File: src/rtl/mips_multicycle_controller_if.sv
// Control bundle between the multicycle MIPS sequencer (master) and its datapath (slave).
// The datapath supplies the decoded opcode and memory-ready; the sequencer drives every enable/select.
interface mips_multicycle_controller_if #(
  parameter int CNT_W = 32
);
  logic [5:0]       opcode;
  logic             mem_ready;
  logic             pc_write;
  logic             pc_write_cond;
  logic             i_or_d;
  logic             mem_read;
  logic             mem_write;
  logic             ir_write;
  logic             mem_to_reg;
  logic             reg_dst;
  logic             reg_write;
  logic             alu_src_a;
  logic [1:0]       alu_src_b;
  logic [1:0]       alu_op;
  logic [1:0]       pc_source;
  logic [3:0]       state;
  logic [CNT_W-1:0] instr_retired;
  logic             trap;
  logic             trap_timeout;

  modport master (
    input  opcode, mem_ready,
    output pc_write, pc_write_cond, i_or_d, mem_read, mem_write, ir_write,
           mem_to_reg, reg_dst, reg_write, alu_src_a, alu_src_b, alu_op,
           pc_source, state, instr_retired, trap, trap_timeout
  );

  modport slave (
    output opcode, mem_ready,
    input  pc_write, pc_write_cond, i_or_d, mem_read, mem_write, ir_write,
           mem_to_reg, reg_dst, reg_write, alu_src_a, alu_src_b, alu_op,
           pc_source, state, instr_retired, trap, trap_timeout
  );
endinterface

File: src/rtl/mips_multicycle_controller.sv
// Multicycle MIPS sequencer: per-state datapath controls, ready-based memory stalls,
// retired-instruction counter and sticky trap on illegal opcode or memory timeout.
module mips_multicycle_controller #(
  parameter int CNT_W    = 32,
  parameter int WAIT_MAX = 255
) (
  input logic                         clk,
  input logic                         reset,
  mips_multicycle_controller_if.master bus
);
  typedef enum logic [3:0] {
    S_FETCH     = 4'd0,  S_DECODE  = 4'd1,  S_MEM_ADDR = 4'd2,  S_MEM_READ  = 4'd3,
    S_MEM_WB    = 4'd4,  S_MEM_WRITE = 4'd5, S_EXECUTE = 4'd6,  S_ALU_WB    = 4'd7,
    S_BRANCH    = 4'd8,  S_ADDI_EXEC = 4'd9, S_ADDI_WB = 4'd10, S_JUMP      = 4'd11,
    S_TRAP      = 4'd15
  } state_t;

  localparam logic [5:0]  OP_R    = 6'b000000;
  localparam logic [5:0]  OP_LW   = 6'b100011;
  localparam logic [5:0]  OP_SW   = 6'b101011;
  localparam logic [5:0]  OP_BEQ  = 6'b000100;
  localparam logic [5:0]  OP_ADDI = 6'b001000;
  localparam logic [5:0]  OP_J    = 6'b000010;
  localparam logic [15:0] WAIT_LAST = 16'(WAIT_MAX - 1);

  state_t           r_state, w_next;
  logic [15:0]      r_wait_cnt;
  logic [CNT_W-1:0] r_instr_retired;
  logic             r_trap, r_trap_timeout;

  logic       w_access, w_timeout, w_retire;
  logic       w_pc_write, w_pc_write_cond, w_i_or_d, w_mem_read, w_mem_write, w_ir_write;
  logic       w_mem_to_reg, w_reg_dst, w_reg_write, w_alu_src_a;
  logic [1:0] w_alu_src_b, w_alu_op, w_pc_source;

  assign w_access  = (r_state == S_FETCH) || (r_state == S_MEM_READ) || (r_state == S_MEM_WRITE);
  assign w_timeout = w_access && !bus.mem_ready && (r_wait_cnt == WAIT_LAST);

  // NOTE: every signal written here gets a default first, so no path can infer a latch.
  always_comb begin
    w_next          = r_state;
    w_retire        = 1'b0;
    w_pc_write      = 1'b0;
    w_pc_write_cond = 1'b0;
    w_i_or_d        = 1'b0;
    w_mem_read      = 1'b0;
    w_mem_write     = 1'b0;
    w_ir_write      = 1'b0;
    w_mem_to_reg    = 1'b0;
    w_reg_dst       = 1'b0;
    w_reg_write     = 1'b0;
    w_alu_src_a     = 1'b0;
    w_alu_src_b     = 2'b00;
    w_alu_op        = 2'b00;
    w_pc_source     = 2'b00;
    case (r_state)
      S_FETCH: begin
        w_mem_read  = 1'b1;
        w_alu_src_b = 2'b01;
        w_ir_write  = bus.mem_ready;
        w_pc_write  = bus.mem_ready;
        if (bus.mem_ready) w_next = S_DECODE;
      end
      S_DECODE: begin
        w_alu_src_b = 2'b11;
        case (bus.opcode)
          OP_R:         w_next = S_EXECUTE;
          OP_LW, OP_SW: w_next = S_MEM_ADDR;
          OP_BEQ:       w_next = S_BRANCH;
          OP_ADDI:      w_next = S_ADDI_EXEC;
          OP_J:         w_next = S_JUMP;
          default:      w_next = S_TRAP;
        endcase
      end
      S_MEM_ADDR: begin
        w_alu_src_a = 1'b1;
        w_alu_src_b = 2'b10;
        w_next      = (bus.opcode == OP_LW) ? S_MEM_READ : S_MEM_WRITE;
      end
      S_MEM_READ: begin
        w_mem_read = 1'b1;
        w_i_or_d   = 1'b1;
        if (bus.mem_ready) w_next = S_MEM_WB;
      end
      S_MEM_WB: begin
        w_mem_to_reg = 1'b1;
        w_reg_write  = 1'b1;
        w_retire     = 1'b1;
        w_next       = S_FETCH;
      end
      S_MEM_WRITE: begin
        w_mem_write = 1'b1;
        w_i_or_d    = 1'b1;
        if (bus.mem_ready) begin
          w_retire = 1'b1;
          w_next   = S_FETCH;
        end
      end
      S_EXECUTE: begin
        w_alu_src_a = 1'b1;
        w_alu_op    = 2'b10;
        w_next      = S_ALU_WB;
      end
      S_ALU_WB: begin
        w_reg_dst   = 1'b1;
        w_reg_write = 1'b1;
        w_retire    = 1'b1;
        w_next      = S_FETCH;
      end
      S_BRANCH: begin
        w_alu_src_a     = 1'b1;
        w_alu_op        = 2'b01;
        w_pc_source     = 2'b01;
        w_pc_write_cond = 1'b1;
        w_retire        = 1'b1;
        w_next          = S_FETCH;
      end
      S_ADDI_EXEC: begin
        w_alu_src_a = 1'b1;
        w_alu_src_b = 2'b10;
        w_next      = S_ADDI_WB;
      end
      S_ADDI_WB: begin
        w_reg_write = 1'b1;
        w_retire    = 1'b1;
        w_next      = S_FETCH;
      end
      S_JUMP: begin
        w_pc_source = 2'b10;
        w_pc_write  = 1'b1;
        w_retire    = 1'b1;
        w_next      = S_FETCH;
      end
      S_TRAP:  w_next = S_TRAP;
      default: w_next = S_FETCH;
    endcase
    if (w_timeout) begin
      w_next   = S_TRAP;
      w_retire = 1'b0;
    end
  end

  // NOTE: sequential state uses non-blocking assignments so all registers update from pre-edge values.
  always_ff @(posedge clk or posedge reset) begin
    if (reset) begin
      r_state         <= S_FETCH;
      r_wait_cnt      <= '0;
      r_instr_retired <= '0;
      r_trap          <= 1'b0;
      r_trap_timeout  <= 1'b0;
    end else begin
      r_state <= w_next;
      if (w_next != r_state)                r_wait_cnt <= '0;
      else if (w_access && !bus.mem_ready) r_wait_cnt <= r_wait_cnt + 16'd1;
      if (w_retire) r_instr_retired <= r_instr_retired + CNT_W'(1);
      if (w_next == S_TRAP && r_state != S_TRAP) begin
        r_trap         <= 1'b1;
        r_trap_timeout <= w_timeout;
      end
    end
  end

  // NOTE: FETCH strobes are Mealy on mem_ready, so they are gated by reset to stay quiet while it is held.
  assign bus.pc_write      = w_pc_write      & ~reset;
  assign bus.pc_write_cond = w_pc_write_cond & ~reset;
  assign bus.mem_read      = w_mem_read      & ~reset;
  assign bus.mem_write     = w_mem_write     & ~reset;
  assign bus.ir_write      = w_ir_write      & ~reset;
  assign bus.reg_write     = w_reg_write     & ~reset;
  assign bus.i_or_d        = w_i_or_d;
  assign bus.mem_to_reg    = w_mem_to_reg;
  assign bus.reg_dst       = w_reg_dst;
  assign bus.alu_src_a     = w_alu_src_a;
  assign bus.alu_src_b     = w_alu_src_b;
  assign bus.alu_op        = w_alu_op;
  assign bus.pc_source     = w_pc_source;
  assign bus.state         = r_state;
  assign bus.instr_retired = r_instr_retired;
  assign bus.trap          = r_trap;
  assign bus.trap_timeout  = r_trap_timeout;
endmodule

File: src/flat_wrapper.sv
// flat-port wrapper written by rule: the top's interface ports become plain ports
module mips_multicycle_controller_flat 
#(
  parameter int CNT_W    = 32,
  parameter int WAIT_MAX = 255
)
  (clk, reset, bus_opcode, bus_mem_ready, bus_pc_write, bus_pc_write_cond, bus_i_or_d, bus_mem_read, bus_mem_write, bus_ir_write, bus_mem_to_reg, bus_reg_dst, bus_reg_write, bus_alu_src_a, bus_alu_src_b, bus_alu_op, bus_pc_source, bus_state, bus_instr_retired, bus_trap, bus_trap_timeout);
  mips_multicycle_controller_if #(.CNT_W(CNT_W)) bus_i ();
  input logic clk;
  input logic reset;
  input wire logic [$bits(bus_i.opcode)-1:0] bus_opcode;
  input wire logic [$bits(bus_i.mem_ready)-1:0] bus_mem_ready;
  output wire logic [$bits(bus_i.pc_write)-1:0] bus_pc_write;
  output wire logic [$bits(bus_i.pc_write_cond)-1:0] bus_pc_write_cond;
  output wire logic [$bits(bus_i.i_or_d)-1:0] bus_i_or_d;
  output wire logic [$bits(bus_i.mem_read)-1:0] bus_mem_read;
  output wire logic [$bits(bus_i.mem_write)-1:0] bus_mem_write;
  output wire logic [$bits(bus_i.ir_write)-1:0] bus_ir_write;
  output wire logic [$bits(bus_i.mem_to_reg)-1:0] bus_mem_to_reg;
  output wire logic [$bits(bus_i.reg_dst)-1:0] bus_reg_dst;
  output wire logic [$bits(bus_i.reg_write)-1:0] bus_reg_write;
  output wire logic [$bits(bus_i.alu_src_a)-1:0] bus_alu_src_a;
  output wire logic [$bits(bus_i.alu_src_b)-1:0] bus_alu_src_b;
  output wire logic [$bits(bus_i.alu_op)-1:0] bus_alu_op;
  output wire logic [$bits(bus_i.pc_source)-1:0] bus_pc_source;
  output wire logic [$bits(bus_i.state)-1:0] bus_state;
  output wire logic [$bits(bus_i.instr_retired)-1:0] bus_instr_retired;
  output wire logic [$bits(bus_i.trap)-1:0] bus_trap;
  output wire logic [$bits(bus_i.trap_timeout)-1:0] bus_trap_timeout;
  assign bus_i.opcode = bus_opcode;
  assign bus_i.mem_ready = bus_mem_ready;
  assign bus_pc_write = bus_i.pc_write;
  assign bus_pc_write_cond = bus_i.pc_write_cond;
  assign bus_i_or_d = bus_i.i_or_d;
  assign bus_mem_read = bus_i.mem_read;
  assign bus_mem_write = bus_i.mem_write;
  assign bus_ir_write = bus_i.ir_write;
  assign bus_mem_to_reg = bus_i.mem_to_reg;
  assign bus_reg_dst = bus_i.reg_dst;
  assign bus_reg_write = bus_i.reg_write;
  assign bus_alu_src_a = bus_i.alu_src_a;
  assign bus_alu_src_b = bus_i.alu_src_b;
  assign bus_alu_op = bus_i.alu_op;
  assign bus_pc_source = bus_i.pc_source;
  assign bus_state = bus_i.state;
  assign bus_instr_retired = bus_i.instr_retired;
  assign bus_trap = bus_i.trap;
  assign bus_trap_timeout = bus_i.trap_timeout;
  mips_multicycle_controller #(.CNT_W(CNT_W), .WAIT_MAX(WAIT_MAX)) u_core (.clk(clk), .reset(reset), .bus(bus_i));
endmodule
File: config.mk
export PLATFORM = sky130hd
export DESIGN_NAME = mips_multicycle_controller_flat
export DESIGN_NICKNAME = d
export VERILOG_FILES = /design/src/rtl/mips_multicycle_controller_if.sv /design/src/rtl/mips_multicycle_controller.sv /design/src/flat_wrapper.sv
export SDC_FILE = /design/constraint.sdc
export NUM_CORES = 1
export LEC_CHECK = 0
export BUFFER_PORTS_ARGS = -buffer_cell sky130_fd_sc_hd__buf_4
export CORE_MARGIN = 5
export CORE_UTILIZATION = 45
export CTS_BUF_LIST = sky130_fd_sc_hd__clkbuf_4 sky130_fd_sc_hd__clkbuf_8
export DETAILED_ROUTE_END_ITERATION = 8
export PLACE_DENSITY = 0.68
export SYNTH_ARGS = -nofsm -noshare
export SYNTH_HDL_FRONTEND = slang
export SYNTH_SLANG_ARGS = --single-unit
File: constraint.sdc
create_clock -name clk -period 5.1 [get_ports clk]
set_clock_uncertainty 0.2 [all_clocks]
set_input_delay 1.02 -clock clk [delete_from_list [all_inputs] [get_ports clk]]
set_output_delay 1.02 -clock clk [all_outputs]
set_load 0.01 [all_outputs]
==> run_results.csv <==
group,metric,value,unit
floorplanning,die_h,92.4,um
placement,dp_cells,461,
sta,max_slew_margin,27.7,%
clock_tree,cts_resized,0,
logic_synthesis,synth-main-ff-cell,"dfrtp_1",
final_layout,drive_gt1_share,21.1,%
clock_tree,cts_setup_buffers,0,
final_layout,final_cells,469,
logic_synthesis,synth_commonest_cells,"54 x dfrtp_1, 40 x xnor2_1, 39 x nor2_1",
logic_synthesis,yosysTopAreaCell,"dfrtp_1",
logic_synthesis,syn_nets,344,
global_routing,grt_pass1_vias,2423,
logic_synthesis,yosysUniqueCellTypes,47,
logic_synthesis,synth_most_common_cell,"dfrtp_1",
pwr,irDropWorstVdd,0.156,mV
setup_path,arrival,3.32,ns
setup_path,cp-end-kind,"register",
detailed_routing,dr_wl_met2,3230,um
clock_tree,cts_root_buf,"clkbuf_8",
final_layout,final_util,54.5,%
setup_path,r2r_slack,1.92,ns
sta,finalCritPeriodShare,65.1,%
clock_tree,clkTransAtPathRegs,0.10,ns
clock_tree,cts_made_buffers,5,
logic_synthesis,synthTopCellsByArea,"dfrtp_1 44%, xnor2_1 11%, nor2_1 4.8%, nand2_1 4.7%, nand3_1 3.4%",
logic_synthesis,ys_seq_elements,54,
placement,gp_congestion,0.837,
logic_synthesis,syn_area,3060,sq um
global_routing,grt.overflow.total,0,
sta,slew_viol_final,0,
detailed_routing,routedLengthMet1,3150,um
logic_synthesis,netlist_instances,332,
clock_tree,cts.htree.levels,2,
sta,setup_ws,1.78,ns
detailed_routing,met3_length,303,um
logic_synthesis,synth.top_cell.area_share,44.2,%
floorplanning,core,6720,sq um
clock_tree,cts_tree,"yes",
global_routing,grtUsageTotal,16.2,%
detailed_routing,wl_per_cell,14.3,um
sta,rsz0062_at_grt,"no",
sta,worstMarginPinSlew,1.08,ns
logic_synthesis,synth_edf_count,0,
detailed_routing,viasPerCell,5.40,
job,maxCapViolCount,0,
sta,hold_viol_final,0,
logic_synthesis,avgSynthCellArea,9.21,sq um
detailed_routing,routed_wl,6710,um
setup_path,cp-start-kind,"primary input",
placement,io_buffers,62,
setup_path,worstSetupPathType,"in -> reg",
floorplanning,rows,30,
worst_hold_path,hp-class,"reg -> reg",
logic_synthesis,yosysSeqAreaShare,44.2,%
pwr,p_per_area,402,nW/um^2
floorplanning,start_util,45.5,%
sta,setup-tns-final,0,ns
clock_tree,cts_hold_buffers,0,
global_routing,grt_max_degree,55,
sta,max_freq,301,MHz
detailed_routing,drtAntennaViolNets,0,
final_layout,num_antenna_cells,0,
placement,place_ws,1.51,ns
final_layout,area_growth,19.8,%
floorplanning,dieArea,8540,sq um
detailed_routing,num_vias,2533,
clock_tree,worstSkewPairLatency,0.30,ns
global_routing,grt_antenna_before_repair,0,
setup_path,worstPathRequired,5.11,ns
detailed_routing,drt_iter0_markers,134,
logic_synthesis,ys_warn_count,0,
sta,hold_slack,0.279,ns
outcome,status,"complete, no violations",
setup_path,crit_fanout,13,
detailed_routing,highest_layer,"met4",
sta,min_period,3.32,ns
final_layout,fin_nets,400,
global_routing,grt_pass1_wl,11700,um
clock_tree,cts_sinks,54,
floorplanning,io_pins,63,
floorplanning,die_w,92.4,um
detailed_routing,drt_first_pass_iters,4,
clock_tree,cts_buffer_depth,2,
placement,dp_hpwl,4940,um
logic_synthesis,async_flop_share,100,%
detailed_routing,drc,0,
sta,setup_viol,0,
pwr,leakage,1.67,nW
-- kinds of logic after synthesis --
group	Yosys count	share of synthesized area, %
AND/OR/NAND/NOR	168	28.4
flip-flops	54	44.2
XOR/XNOR	49	14.0
AO/OA/AOI/OAI	32	7.66
buffers and inverters	23	3.36
multiplexers	3	1.06
adder cells (fa/ha/maj)	3	1.23
-- through the flow --
| step | total power [mW] | cell area [sq um] |
|---|---|---|
| after floorplan | 1.02 | 3060 |
| after global placement | 1.23 | 3560 |
| after detailed placement | 1.23 | 3560 |
| after CTS | 1.49 | 3660 |
| after global routing | 1.57 | 3660 |
| final | 1.47 | 3660 |
-- worst paths after layout --
| kind | start | end | cells past startpoint |
|---|---|---|---|
| worst max-delay path | bus_mem_ready | u_core.r_wait_cnt[14]$_DFFE_PP0P_ | 7 |
| worst min-delay path | u_core.bus.instr_retired[31]$_DFFE_PP0P_ | u_core.bus.instr_retired[31]$_DFFE_PP0P_ | 1 |
| worst max register to register | u_core.bus.state[3]$_DFF_PP0_ | u_core.r_wait_cnt[14]$_DFFE_PP0P_ | 6 |
| worst min register to register | u_core.bus.instr_retired[31]$_DFFE_PP0P_ | u_core.bus.instr_retired[31]$_DFFE_PP0P_ | 1 |
| max in group asynchronous | reset | u_core.r_wait_cnt[12]$_DFFE_PP0P_ | 2 |
| min in group asynchronous | reset | u_core.bus.instr_retired[3]$_DFFE_PP0P_ | 2 |
-- worst max-delay path, stage by stage --
cell	delay (ns)
buf_4	0.15
or4_1	0.55
o22ai_1	0.75
nand3_1	0.28
nor3_1	0.29
xnor2_1	0.09
nor3b_1	0.19
-- sequential cells by signal, indices dropped and copies added, names as in the netlist --
| signal | count |
|---|---|
| u_core.r_wait_cnt | 16 |
| u_core.bus.trap_timeout | 1 |
| u_core.bus.instr_retired | 32 |
| u_core.bus.state | 4 |
| u_core.bus.trap | 1 |
-- cells in the final DEF (no fill, tap or decap), types with 3 or more instances in the layout --
cell type,Yosys,routed
and4_1,5,5
a21o_1,4,4
nand2b_1,8,8
nand3_1,21,21
ha_1,3,3
dfrtp_1,54,54
or2_2,3,3
nor3b_1,6,6
xnor2_1,40,40
nand2_1,38,38
and3_1,6,6
or4_1,3,3
and2_1,3,3
clkbuf_8,0,6
xor2_1,9,9
o21ai_0,6,6
nor3_1,13,13
nor2_1,39,39
nor4_1,3,3
inv_1,9,8
buf_4,1,63
nand4_1,12,12
a21oi_1,5,5
-- area by class of cell --
type	count	area (sq um)
Clock inverter	2	17.5
Tap cell	80	100
Fill cell	620	3060
Multi-Input combinational cell	255	1600
Sequential cell	54	1350
Clock buffer	6	82.6
Inverter	9	33.8
Timing Repair Buffer	63	473
-- layer usage --
metal  global-route usage, %  up-vias
met5                       0        -
met4                    3.71        0
met3                    3.01        2
met2                    26.7       52
met1                    22.3     1216
li1                        -     1263
-- power breakdown --
part	leakage (nW)	switching, mW	total [mW]	internal (mW)
sequential	0.734	0.110	0.580	0.471
combinational	0.882	0.354	0.639	0.285
clock	0.0514	0.139	0.251	0.112
total	1.67	0.603	1.47	0.868
Note: power is estimated with default switching activity, not from simulation.
